## config.mk

```make
export PLATFORM = sky130hd
export DESIGN_NAME = writeback_stage
export DESIGN_NICKNAME = d
export VERILOG_FILES = /design/src/rtl/wb_pkg.sv /design/src/rtl/wb_data_mux.sv /design/src/rtl/writeback_stage.sv
export SDC_FILE = /design/constraint.sdc
export NUM_CORES = 1
export LEC_CHECK = 0
export ABC_AREA = 1
export CELL_PAD_IN_SITES_DETAIL_PLACEMENT = 0
export CELL_PAD_IN_SITES_GLOBAL_PLACEMENT = 2
export CORE_MARGIN = 4
export CORE_UTILIZATION = 20
export CTS_BUF_LIST = sky130_fd_sc_hd__clkbuf_8
export DETAILED_ROUTE_END_ITERATION = 10
export GPL_ROUTABILITY_DRIVEN = 1
export GPL_TIMING_DRIVEN = 0
export PLACE_DENSITY = 0.94
export SYNTH_ARGS = -nofsm -noshare
export SYNTH_HDL_FRONTEND = slang
export SYNTH_SLANG_ARGS = --single-unit
```

## constraint.sdc

```tcl
create_clock -name clk -period 3.25 [get_ports clk]
set_input_delay 0.4875 -clock clk [delete_from_list [all_inputs] [get_ports clk]]
set_output_delay 0.4875 -clock clk [all_outputs]
set_load 0.02 [all_outputs]
```

## src/rtl/wb_pkg.sv

```systemverilog
// Shared constants and types for the writeback stage.
// Holds width defaults, result-source codes and FSM encoding.
package wb_pkg;

  localparam int WB_DATA_W = 16;
  localparam int WB_ADDR_W = 3;

  localparam logic [1:0] WB_SEL_ALU  = 2'b00;
  localparam logic [1:0] WB_SEL_MEM  = 2'b01;
  localparam logic [1:0] WB_SEL_IMM  = 2'b10;
  localparam logic [1:0] WB_SEL_PORT = 2'b11;

  typedef enum logic {
    WB_IDLE  = 1'b0,
    WB_SWAP2 = 1'b1
  } wb_state_e;

endpackage

```

## src/rtl/wb_data_mux.sv

```systemverilog
// Result-source select for the writeback stage.
// Pure 4:1 width-preserving multiplexer keyed by wb_sel.
module wb_data_mux
  import wb_pkg::*;
#(
  parameter int DATA_W = WB_DATA_W
) (
  input  logic [1:0]        wb_sel,
  input  logic [DATA_W-1:0] alu_result,
  input  logic [DATA_W-1:0] mem_data,
  input  logic [DATA_W-1:0] immediate,
  input  logic [DATA_W-1:0] port_data,
  output logic [DATA_W-1:0] result
);

  // pick one of the four result buses
  always_comb begin
    result = alu_result;
    unique case (wb_sel)
      WB_SEL_ALU:  result = alu_result;
      WB_SEL_MEM:  result = mem_data;
      WB_SEL_IMM:  result = immediate;
      WB_SEL_PORT: result = port_data;
      default:     result = alu_result;
    endcase
  end

endmodule

```

## src/rtl/writeback_stage.sv

```systemverilog
// MEM/WB register and register-file write-port driver.
// SWAP takes two cycles; WB_BYPASS_EN exports the write port as a bypass.
module writeback_stage
  import wb_pkg::*;
#(
  parameter int DATA_W = WB_DATA_W,
  parameter int ADDR_W = WB_ADDR_W
) (
  input  logic              clk,
  input  logic              rst,
  input  logic              in_valid,
  input  logic              flush,
  input  logic              in_wb_en,
  input  logic [1:0]        in_wb_sel,
  input  logic [ADDR_W-1:0] in_dst_addr,
  input  logic [ADDR_W-1:0] in_src_addr,
  input  logic              in_swap,
  input  logic [DATA_W-1:0] in_alu_result,
  input  logic [DATA_W-1:0] in_mem_data,
  input  logic [DATA_W-1:0] in_immediate,
  input  logic [DATA_W-1:0] in_port_data,
  input  logic [DATA_W-1:0] in_swap_data,
  output logic              write_back,
  output logic [ADDR_W-1:0] write_addr,
  output logic [DATA_W-1:0] write_data,
  output logic              stall_req,
  output logic              fwd_valid,
  output logic [ADDR_W-1:0] fwd_addr,
  output logic [DATA_W-1:0] fwd_data
);

  wb_state_e         state;
  wb_state_e         state_n;
  logic              we_n;
  logic [ADDR_W-1:0] addr_n;
  logic [DATA_W-1:0] data_n;
  logic [ADDR_W-1:0] src_q;
  logic [ADDR_W-1:0] src_n;
  logic [DATA_W-1:0] swd_q;
  logic [DATA_W-1:0] swd_n;
  logic [DATA_W-1:0] mux_data;
  logic              accept;

  wb_data_mux #(
    .DATA_W (DATA_W)
  ) u_mux (
    .wb_sel     (in_wb_sel),
    .alu_result (in_alu_result),
    .mem_data   (in_mem_data),
    .immediate  (in_immediate),
    .port_data  (in_port_data),
    .result     (mux_data)
  );

  assign accept    = in_valid & ~flush;
  assign stall_req = (state == WB_SWAP2);

  // next write-port values and state; SWAP2 ignores every input
  always_comb begin
    state_n = state;
    we_n    = 1'b0;
    addr_n  = write_addr;
    data_n  = write_data;
    src_n   = src_q;
    swd_n   = swd_q;
    unique case (state)
      WB_IDLE: begin
        if (accept) begin
          we_n   = in_wb_en;
          addr_n = in_dst_addr;
          data_n = mux_data;
          if (in_swap && in_wb_en) begin
            src_n   = in_src_addr;
            swd_n   = in_swap_data;
            state_n = WB_SWAP2;
          end
        end
      end
      WB_SWAP2: begin
        we_n    = 1'b1;
        addr_n  = src_q;
        data_n  = swd_q;
        state_n = WB_IDLE;
      end
      default: state_n = WB_IDLE;
    endcase
  end

  // state, pending swap operand and registered write port
  always_ff @(posedge clk) begin
    if (rst) begin
      state      <= WB_IDLE;
      write_back <= 1'b0;
      write_addr <= '0;
      write_data <= '0;
      src_q      <= '0;
      swd_q      <= '0;
    end else begin
      state      <= state_n;
      write_back <= we_n;
      write_addr <= addr_n;
      write_data <= data_n;
      src_q      <= src_n;
      swd_q      <= swd_n;
    end
  end

`ifdef WB_BYPASS_EN
  assign fwd_valid = write_back;
  assign fwd_addr  = write_addr;
  assign fwd_data  = write_data;
`else
  assign fwd_valid = 1'b0;
  assign fwd_addr  = '0;
  assign fwd_data  = '0;
`endif

endmodule
```

Word level (Yosys, flattened, before mapping)
Cells that the tools add are included.
{ "classes": {"n_eq_ne": 4, "n_mux": 10, "bitwise_logic": 3, "n_reduce_logical": 3} }
{ "op_table": {"columns": ["op", "count"], "rows": [
  ["$pmux W16 S4", 1],
  ["$pmux W16 S2", 1],
  ["$mux W16", 1],
  ["$pmux W3 S2", 1],
  ["$eq A2 B2 Y1 const B", 2],
  ["$pmux W1 S2", 2],
  ["$mux W1", 3],
  ["$mux W3", 1],
  ["$reduce_and A3 Y1", 1],
  ["$eq A2 B1 Y1 const B", 1],
  ["$logic_not A2 Y1", 1],
  ["$ne A2 B2 Y1 const B", 1],
  ["$not A1 Y1", 2],
  ["$and A1 B1 Y1", 1],
  ["$logic_and A1 B1 Y1", 1]
]} }
{ "totals": {"regBits": 40, "inputBits": 94, "out_inout_bits": 41, "elab_cells": 26} }

Longest topological paths before layout
Gate-level depths: netlist of the first run.
{ "depth": {"word_depth": 4, "depth_mapped": 8, "ltp_nobuf": 7} }

Hierarchy
Synthesis of the first run repeated with hierarchy kept, for this count alone.
{ "hier_totals": {"hier_cells": 390, "area_unflattened_um2": 2454.9} }
{ "modules_own_cells": {"columns": ["mod", "n_inst", "cells_each", "area_per_inst_um2", "seq_area_each_um2"], "rows": [
  ["writeback_stage", 1, 296, 1930.6, 800.8],
  ["wb_data_mux", 1, 94, 524.3, 0.0]
]} }

Worst setup path before layout of the first run
OpenSTA, ideal clock, no wires.
{ "synth_timing": {"path_kind": "in2reg", "startpoint": "input in_valid", "endpoint": "register src_q[2]", "setup_ns": 0.116, "arrival_ns": 1.129, "required_ns": 3.134, "setup_slack_ns": 2.006, "stages": 8, "n_path_buf": 1, "path_cell_list": "inv_2 -> nor2_4 -> nand2_4 -> nor2_4 -> inv_1 -> buf_2 -> nor2_1 -> nor2_1"} }
{ "synth_via": {"elab_chain_len": 2} }
{ "synth_rtl": {"columns": ["item", "line", "text"], "rows": [
  ["from (decl)", "writeback_stage.sv:11", "input logic in_valid,"],
  ["$and A1 B1 Y1", "writeback_stage.sv:55", "assign accept = in_valid & ~flush;"],
  ["$reduce_and A3 Y1 (no line)", null, null],
  ["to (signal assigned)", "writeback_stage.sv:103", "src_q <= src_n;"],
  ["to (decl)", "writeback_stage.sv:37", "logic [ADDR_W-1:0] src_q;"]
]} }
Every way passes these cells.
A chain may end at the register's enable or synchronous reset.

Worst setup path in the final report of the first run
{ "layout_timing": {"startpoint": "register state (netlist: stall_req)", "endpoint": "output stall_req"} }
{ "layout_lines": {"columns": ["item", "line", "text"], "rows": [
  ["from (decl)", "writeback_stage.sv:32", "wb_state_e state;"],
  ["from (signal assigned)", "writeback_stage.sv:99", "state <= state_n;"],
  ["to (decl)", "writeback_stage.sv:26", "output logic stall_req,"]
]} }
No word-level cell between the ends.

==> results.json, run 1 <==
{
  "detail-route-antenna-nets": 0,
  "hold_depth": 2,
  "synth_mux_area_frac": 0,
  "dp_hpwl_um": 6850,
  "gp_congestion": 0.776,
  "p_int_w": 0.000920,
  "crit_required_ps": 2760,
  "hold_buffers": 0,
  "clock_path_buffers": 2,
  "gr-usage-all-layers": 0.118,
  "stdcell_count": 649,
  "grt_pass1_vias": 2582,
  "die_h_um": 116,
  "place_inst": 641,
  "cts_buffers": 5,
  "synth_compound_area_frac": 0.133,
  "vias_per_cell": 4.16,
  "num_rows": 39,
  "core_area_um2": 11500,
  "p_leak_nw": 1.68,
  "cts_setup_buffers": 0,
  "ios": 135,
  "initial_core_util": 0.205,
  "worstHoldPathType": "flop to flop",
  "hold_viol": 0,
  "synth_area_leaders": "dfxtp_1 (34%), nor2_1 (12%), nand2_1 (11%), nand3_1 (11%), buf_4 (7.7%)",
  "synth_top_family_by_area": "simple AND/OR/NAND/NOR gates",
  "clk_latency_ps": 290,
  "slowest_stage": "clkdlybuf4s50_1",
  "die_w_um": 116,
  "slew_viol_final": 0,
  "wl_met1_um": 3690,
  "numPortBuffers": 113,
  "drt-pass1-iter-count": 4,
  "cts_tree": "built",
  "seqPwrFrac": 0.417,
  "power.total_w": 0.00125,
  "period_needed_ps": 1760,
  "wl_met2_um": 3930,
  "antennaDiodeCount": 0,
  "drive_above_1_share": 0.103,
  "route.detailed.drc": 0,
  "multiInputGateArea_um2": 1240,
  "setup_tns_ps": 0,
  "cp.depth": 1,
  "synth-seq-area-share": 0.340,
  "cp_num_buf_inv": 1,
  "drt_iter0_drc": 110,
  "wirelength_um": 8380,
  "synth_top_area_share": 0.340,
  "fin_skew_ps": 11.7,
  "syn_inst": 366,
  "cts.sinks": 40,
  "antenna_found_initial": 0,
  "synth_xor_area_frac": 0,
  "cpLargestDelayFamily": "buffers and inverters",
  "grt_overflow": 0,
  "status": "finished, final reports clean",
  "die_area_um2": 13600,
  "dp_slack_ps": 1260,
  "worstSetupPathType": "flop to output pin",
  "setup_viol": 0,
  "grt_max_degree": 13,
  "path_clk_slew_ps": 80,
  "critPathCaptureType": "output pin",
  "timing.fmax_mhz": 567,
  "area_growth_pct": 63.3,
  "grt_pass1_wl_um": 12500,
  "wl_met3_um": 748,
  "num-fill-cells": 1270,
  "rsz0062_at_grt": "false",
  "syn_area_um2": 2350,
  "critPathLaunchType": "flop",
  "p_sw_w": 0.000335,
  "finalCritPeriodShare": 0.543,
  "final-seq-area_um2": 801,
  "synth_fa_ha_area_frac": 0,
  "r2r.worst_path.cells": 7,
  "hold_slack_ps": 488,
  "yosysTopAreaCell": "dfxtp_1",
  "synth_seq_cells": 40,
  "post_cts_resized": 0,
  "nNetsFinal": 599,
  "root_buffer": "clkbuf_8",
  "vias": 2697,
  "cp.arrival_ps": 1280,
  "synth_cell_types": 22,
  "swShare": 0.267,
  "crit_path_max_incr_delay_ps": 640,
  "drv_cap": 0,
  "h-tree-depth": 2,
  "yosysWarnings": 0,
  "pwr-share-clk": 0.318,
  "top_layer": "met4",
  "crit_path_max_fanout": 3,
  "syn-mean-instance-area_um2": 6.43,
  "synthSimpleGateAreaFrac": 0.362,
  "peakVddDrop_mv": 0.175,
  "fin_ws_ps": 1490,
  "combPwrFrac": 0.265,
  "cp_cell_sequence": "clkdlybuf4s50_1",
  "powerDensity_nw_per_um2": 326,
  "wl_per_cell_um": 12.9
}
logic make-up (layout without fill, tap and decap cells):
kind of cell,Yosys count,after routing
and+or+nand+nor,203,203
buffers and inverters,68,189
AOI/OAI and AO/OA,54,54
DFF,40,40
other,1,20
layout by cell type (no fill, tap or decap), types with 2 or more instances in the layout:
cell	netlist	routed
clkdlybuf4s50_1	0	113
buf_2	12	12
buf_4	24	24
nand2_1	70	70
clkbuf_1	4	4
a21oi_1	16	16
nor2_1	77	77
nand3_1	50	50
inv_2	2	2
o21ai_1	9	9
inv_1	24	25
o21ai_0	12	12
clkbuf_8	0	5
dfxtp_1	40	40
nor2_4	2	2
o21bai_1	15	15
conb_1	1	20
nor3_1	2	2
area by class of cell:
class	instances	share of cell area
clock inverter	3	0.0101
tap	143	0.0466
sequential	40	0.208
clock buffer	5	0.0179
timing repair buffer	113	0.294
buffer	42	0.0746
multi-input combinational	277	0.323
inverter	26	0.0254
layer usage:
metal | up-vias | GRT usage
li1 | 1406 | -
met1 | 1187 | 0.154
met2 | 102 | 0.199
met3 | 2 | 0.0326
met4 | 0 | 0.0139
met5 | - | 0
final timing paths:
check / startpoint / to / slack [ps]
max: stall_req / stall_req / 1490
min: src_q[0] / write_addr[0] / 490
max reg2reg: stall_req / write_data[10] / 1990
min reg2reg: src_q[0] / write_addr[0] / 490
state kept, by name (all words and copies together) (netlist names):
| register | count |
|---|---|
| swd_q | 16 |
| write_data | 16 |
| write_back | 1 |
| write_addr | 3 |
| stall_req | 1 |
| src_q | 3 |
Yosys cell counts (all sizes together):
cell type,instances
nand3,50
nand2,72
a31oi,1
inv,26
dfxtp,40
nor3,2
nor2,79
o21ai,22
clkbuf,4
a21oi,16
buf,38
o21bai,15
conb,1
power groups by stage:
stage	Sequential [W]	Combinational, W	Clock [W]
3_3_place_gp	0.000534	0.000332	0
6_report	0.000523	0.000333	0.000399
3_5_place_dp	0.000535	0.000334	0
2_1_floorplan	0.000549	0.000143	0
4_1_cts	0.000524	0.000336	0.000417
5_1_grt	0.000526	0.000363	0.000442
stage by stage:
step           instance area [um2]  utilization
2_1_floorplan                 2420            -
3_3_place_gp                  3730        0.326
3_5_place_dp                  3730        0.326
4_1_cts                       3840        0.335
5_1_grt                       3840        0.335
6_report                      3840        0.335
Note: power is estimated with default switching activity, not from simulation.
==> run 2, diff against run 1 <==
--- a/config.mk
+++ b/config.mk
@@ -9,12 +9,12 @@
 export CELL_PAD_IN_SITES_DETAIL_PLACEMENT = 0
 export CELL_PAD_IN_SITES_GLOBAL_PLACEMENT = 2
 export CORE_MARGIN = 4
-export CORE_UTILIZATION = 20
+export CORE_UTILIZATION = 19
 export CTS_BUF_LIST = sky130_fd_sc_hd__clkbuf_8
 export DETAILED_ROUTE_END_ITERATION = 10
 export GPL_ROUTABILITY_DRIVEN = 1
 export GPL_TIMING_DRIVEN = 0
-export PLACE_DENSITY = 0.94
+export PLACE_DENSITY = 0.9
 export SYNTH_ARGS = -nofsm -noshare
 export SYNTH_HDL_FRONTEND = slang
 export SYNTH_SLANG_ARGS = --single-unit
==> constraint.sdc (replaced) <==
create_clock -name clk -period 1.65 [get_ports clk]
set_input_delay 0.2475 -clock clk [delete_from_list [all_inputs] [get_ports clk]]
set_output_delay 0.2475 -clock clk [all_outputs]
set_load 0.02 [all_outputs]
==> run 2 against run 1 <==
Cell count up 3.9%. Clock power up 68%. Critical path depth unchanged. Sequential power up 97%. Core utilization down 1.5 points. Power up 88%.
==> results.json, run 2 (same netlist as run 1, synthesis figures left out) <==
{
  "crit_path_max_fanout": 2,
  "num_rows": 40,
  "cts_tree": "built",
  "reg_top3": "swd_q (16), write_data (16)",
  "cts.sinks": 40,
  "setup_tns_ps": 0,
  "period_needed_ps": 1530,
  "grt_max_degree": 13,
  "peakVddDrop_mv": 0.290,
  "worstSetupPathType": "flop to output pin",
  "final_common_cell": "clkdlybuf4s50_1",
  "cp_num_buf_inv": 1,
  "area_growth_pct": 64.0,
  "cp_cell_sequence": "clkdlybuf4s50_1",
  "fin_skew_ps": 4.76,
  "final-seq-area_um2": 801,
  "path_clk_slew_ps": 80,
  "grt_pass1_vias": 2710,
  "critPathLaunchType": "flop",
  "numPortBuffers": 113,
  "timing.fmax_mhz": 654,
  "drt_iter0_drc": 105,
  "crit_path_max_incr_delay_ps": 630,
  "antennaDiodeCount": 0,
  "num-fill-cells": 1375,
  "powerDensity_nw_per_um2": 612,
  "drv_cap": 0,
  "slew_viol_final": 0,
  "die_h_um": 119,
  "gr-usage-all-layers": 0.114,
  "drt-pass1-iter-count": 7,
  "slowest_stage": "clkdlybuf4s50_1",
  "hold_viol": 0,
  "grt_pass1_wl_um": 13200,
  "vias": 2700,
  "layout_common_cells": "clkdlybuf4s50_1 (113), nor2_1 (77), nand2_1 (70)",
  "swShare": 0.279,
  "rsz0062_at_grt": "false",
  "p_int_w": 0.00170,
  "cpLargestDelayFamily": "buffers and inverters",
  "h-tree-depth": 2,
  "worstHoldPathType": "input port to flop",
  "gp_congestion": 0.788,
  "vias_per_cell": 4.01,
  "p_leak_nw": 1.67,
  "root_buffer": "clkbuf_8",
  "pwr-share-clk": 0.285,
  "antenna_found_initial": 0,
  "cts_setup_buffers": 0,
  "clk_latency_ps": 290,
  "utilization": 0.320,
  "critPathCaptureType": "output pin",
  "p_sw_w": 0.000658,
  "detail-route-antenna-nets": 0,
  "fin_area_um2": 3860,
  "post_cts_resized": 0,
  "power.total_w": 0.00236,
  "status": "finished, final reports clean",
  "multiInputGateArea_um2": 1240,
  "combPwrFrac": 0.278,
  "core_area_um2": 12100,
  "die_area_um2": 14200,
  "hold_buffers": 0,
  "wl_per_cell_um": 12.6,
  "die_w_um": 119,
  "route.detailed.drc": 0,
  "drive_above_1_share": 0.105,
  "grt_overflow": 0,
  "wirelength_um": 8460,
  "crit_required_ps": 1400,
  "finalCritPeriodShare": 0.927,
  "cts_buffers": 5,
  "nNetsFinal": 599,
  "clock_path_buffers": 2,
  "initial_core_util": 0.195,
  "dp_hpwl_um": 7000,
  "seqPwrFrac": 0.437,
  "setup_viol": 0,
  "ios": 135,
  "placed_area_um2": 3770,
  "cp.arrival_ps": 1280
}
## run 2: cell count changes in the layout (fill, tap and decap cells not counted)
cell / previous run / this run
inv_1: 25 / 24
clkinv_2: 1 / 2
clkbuf_8: 5 / 6
bufinv_16: 1 / 0
## run 2: worst paths after layout
path	startpoint	endpoint	slack [ps]	cells past startpoint
worst min-delay path	rst	write_data[1]	270	2
worst min register to register	src_q[0]	write_addr[0]	490	2
worst max register to register	stall_req	write_data[10]	390	7
worst max-delay path	write_data[13]	write_data[13]	120	1
## run 2: power groups by stage
stage	combinational (W)	sequential [W]	clock (W)
after CTS	0.000664	0.00103	0.000709
after global placement	0.000656	0.00105	0
after floorplan	0.000282	0.00108	0
final	0.000657	0.00103	0.000672
after global routing	0.000719	0.00104	0.000742
after detailed placement	0.000660	0.00105	0
## run 2: final cells by class
cell class,count,area share
Tap cell,168,0.0545
Timing Repair Buffer,113,0.293
Clock inverter,2,0.00259
Buffer,42,0.0743
Clock buffer,6,0.0214
Sequential cell,40,0.208
Multi-Input combinational cell,277,0.321
Inverter,26,0.0253
## run 2: layer usage
layer	GRT usage	wire, um
met1	0.143	3720
met5	0	0
met3	0.0304	546
met4	0.0136	15
met2	0.201	4180
## run 2: stage by stage
| stage | hold slack [ps] | worst slack (ps) | cells |
|---|---|---|---|
| floorplan | 382 | 433 | 385 |
| detailed placement | 480 | -139 | 666 |
| global placement | 475 | -130 | 666 |
| finish | 274 | 120 | 674 |
| CTS | 267 | 99.9 | 674 |
| global route | 271 | 41.8 | 674 |
==> run 3, diff against run 2 <==
--- a/config.mk
+++ b/config.mk
@@ -6,13 +6,13 @@
 export NUM_CORES = 1
 export LEC_CHECK = 0
 export ABC_AREA = 1
+export CAP_MARGIN = 15
 export CELL_PAD_IN_SITES_DETAIL_PLACEMENT = 0
 export CELL_PAD_IN_SITES_GLOBAL_PLACEMENT = 2
 export CORE_MARGIN = 4
 export CORE_UTILIZATION = 19
 export CTS_BUF_LIST = sky130_fd_sc_hd__clkbuf_8
 export DETAILED_ROUTE_END_ITERATION = 10
-export GPL_ROUTABILITY_DRIVEN = 1
 export GPL_TIMING_DRIVEN = 0
 export PLACE_DENSITY = 0.9
 export SYNTH_ARGS = -nofsm -noshare
==> results of run 3 <==
Same layout as run 2: the final DEF is identical, and so are final timing and power.
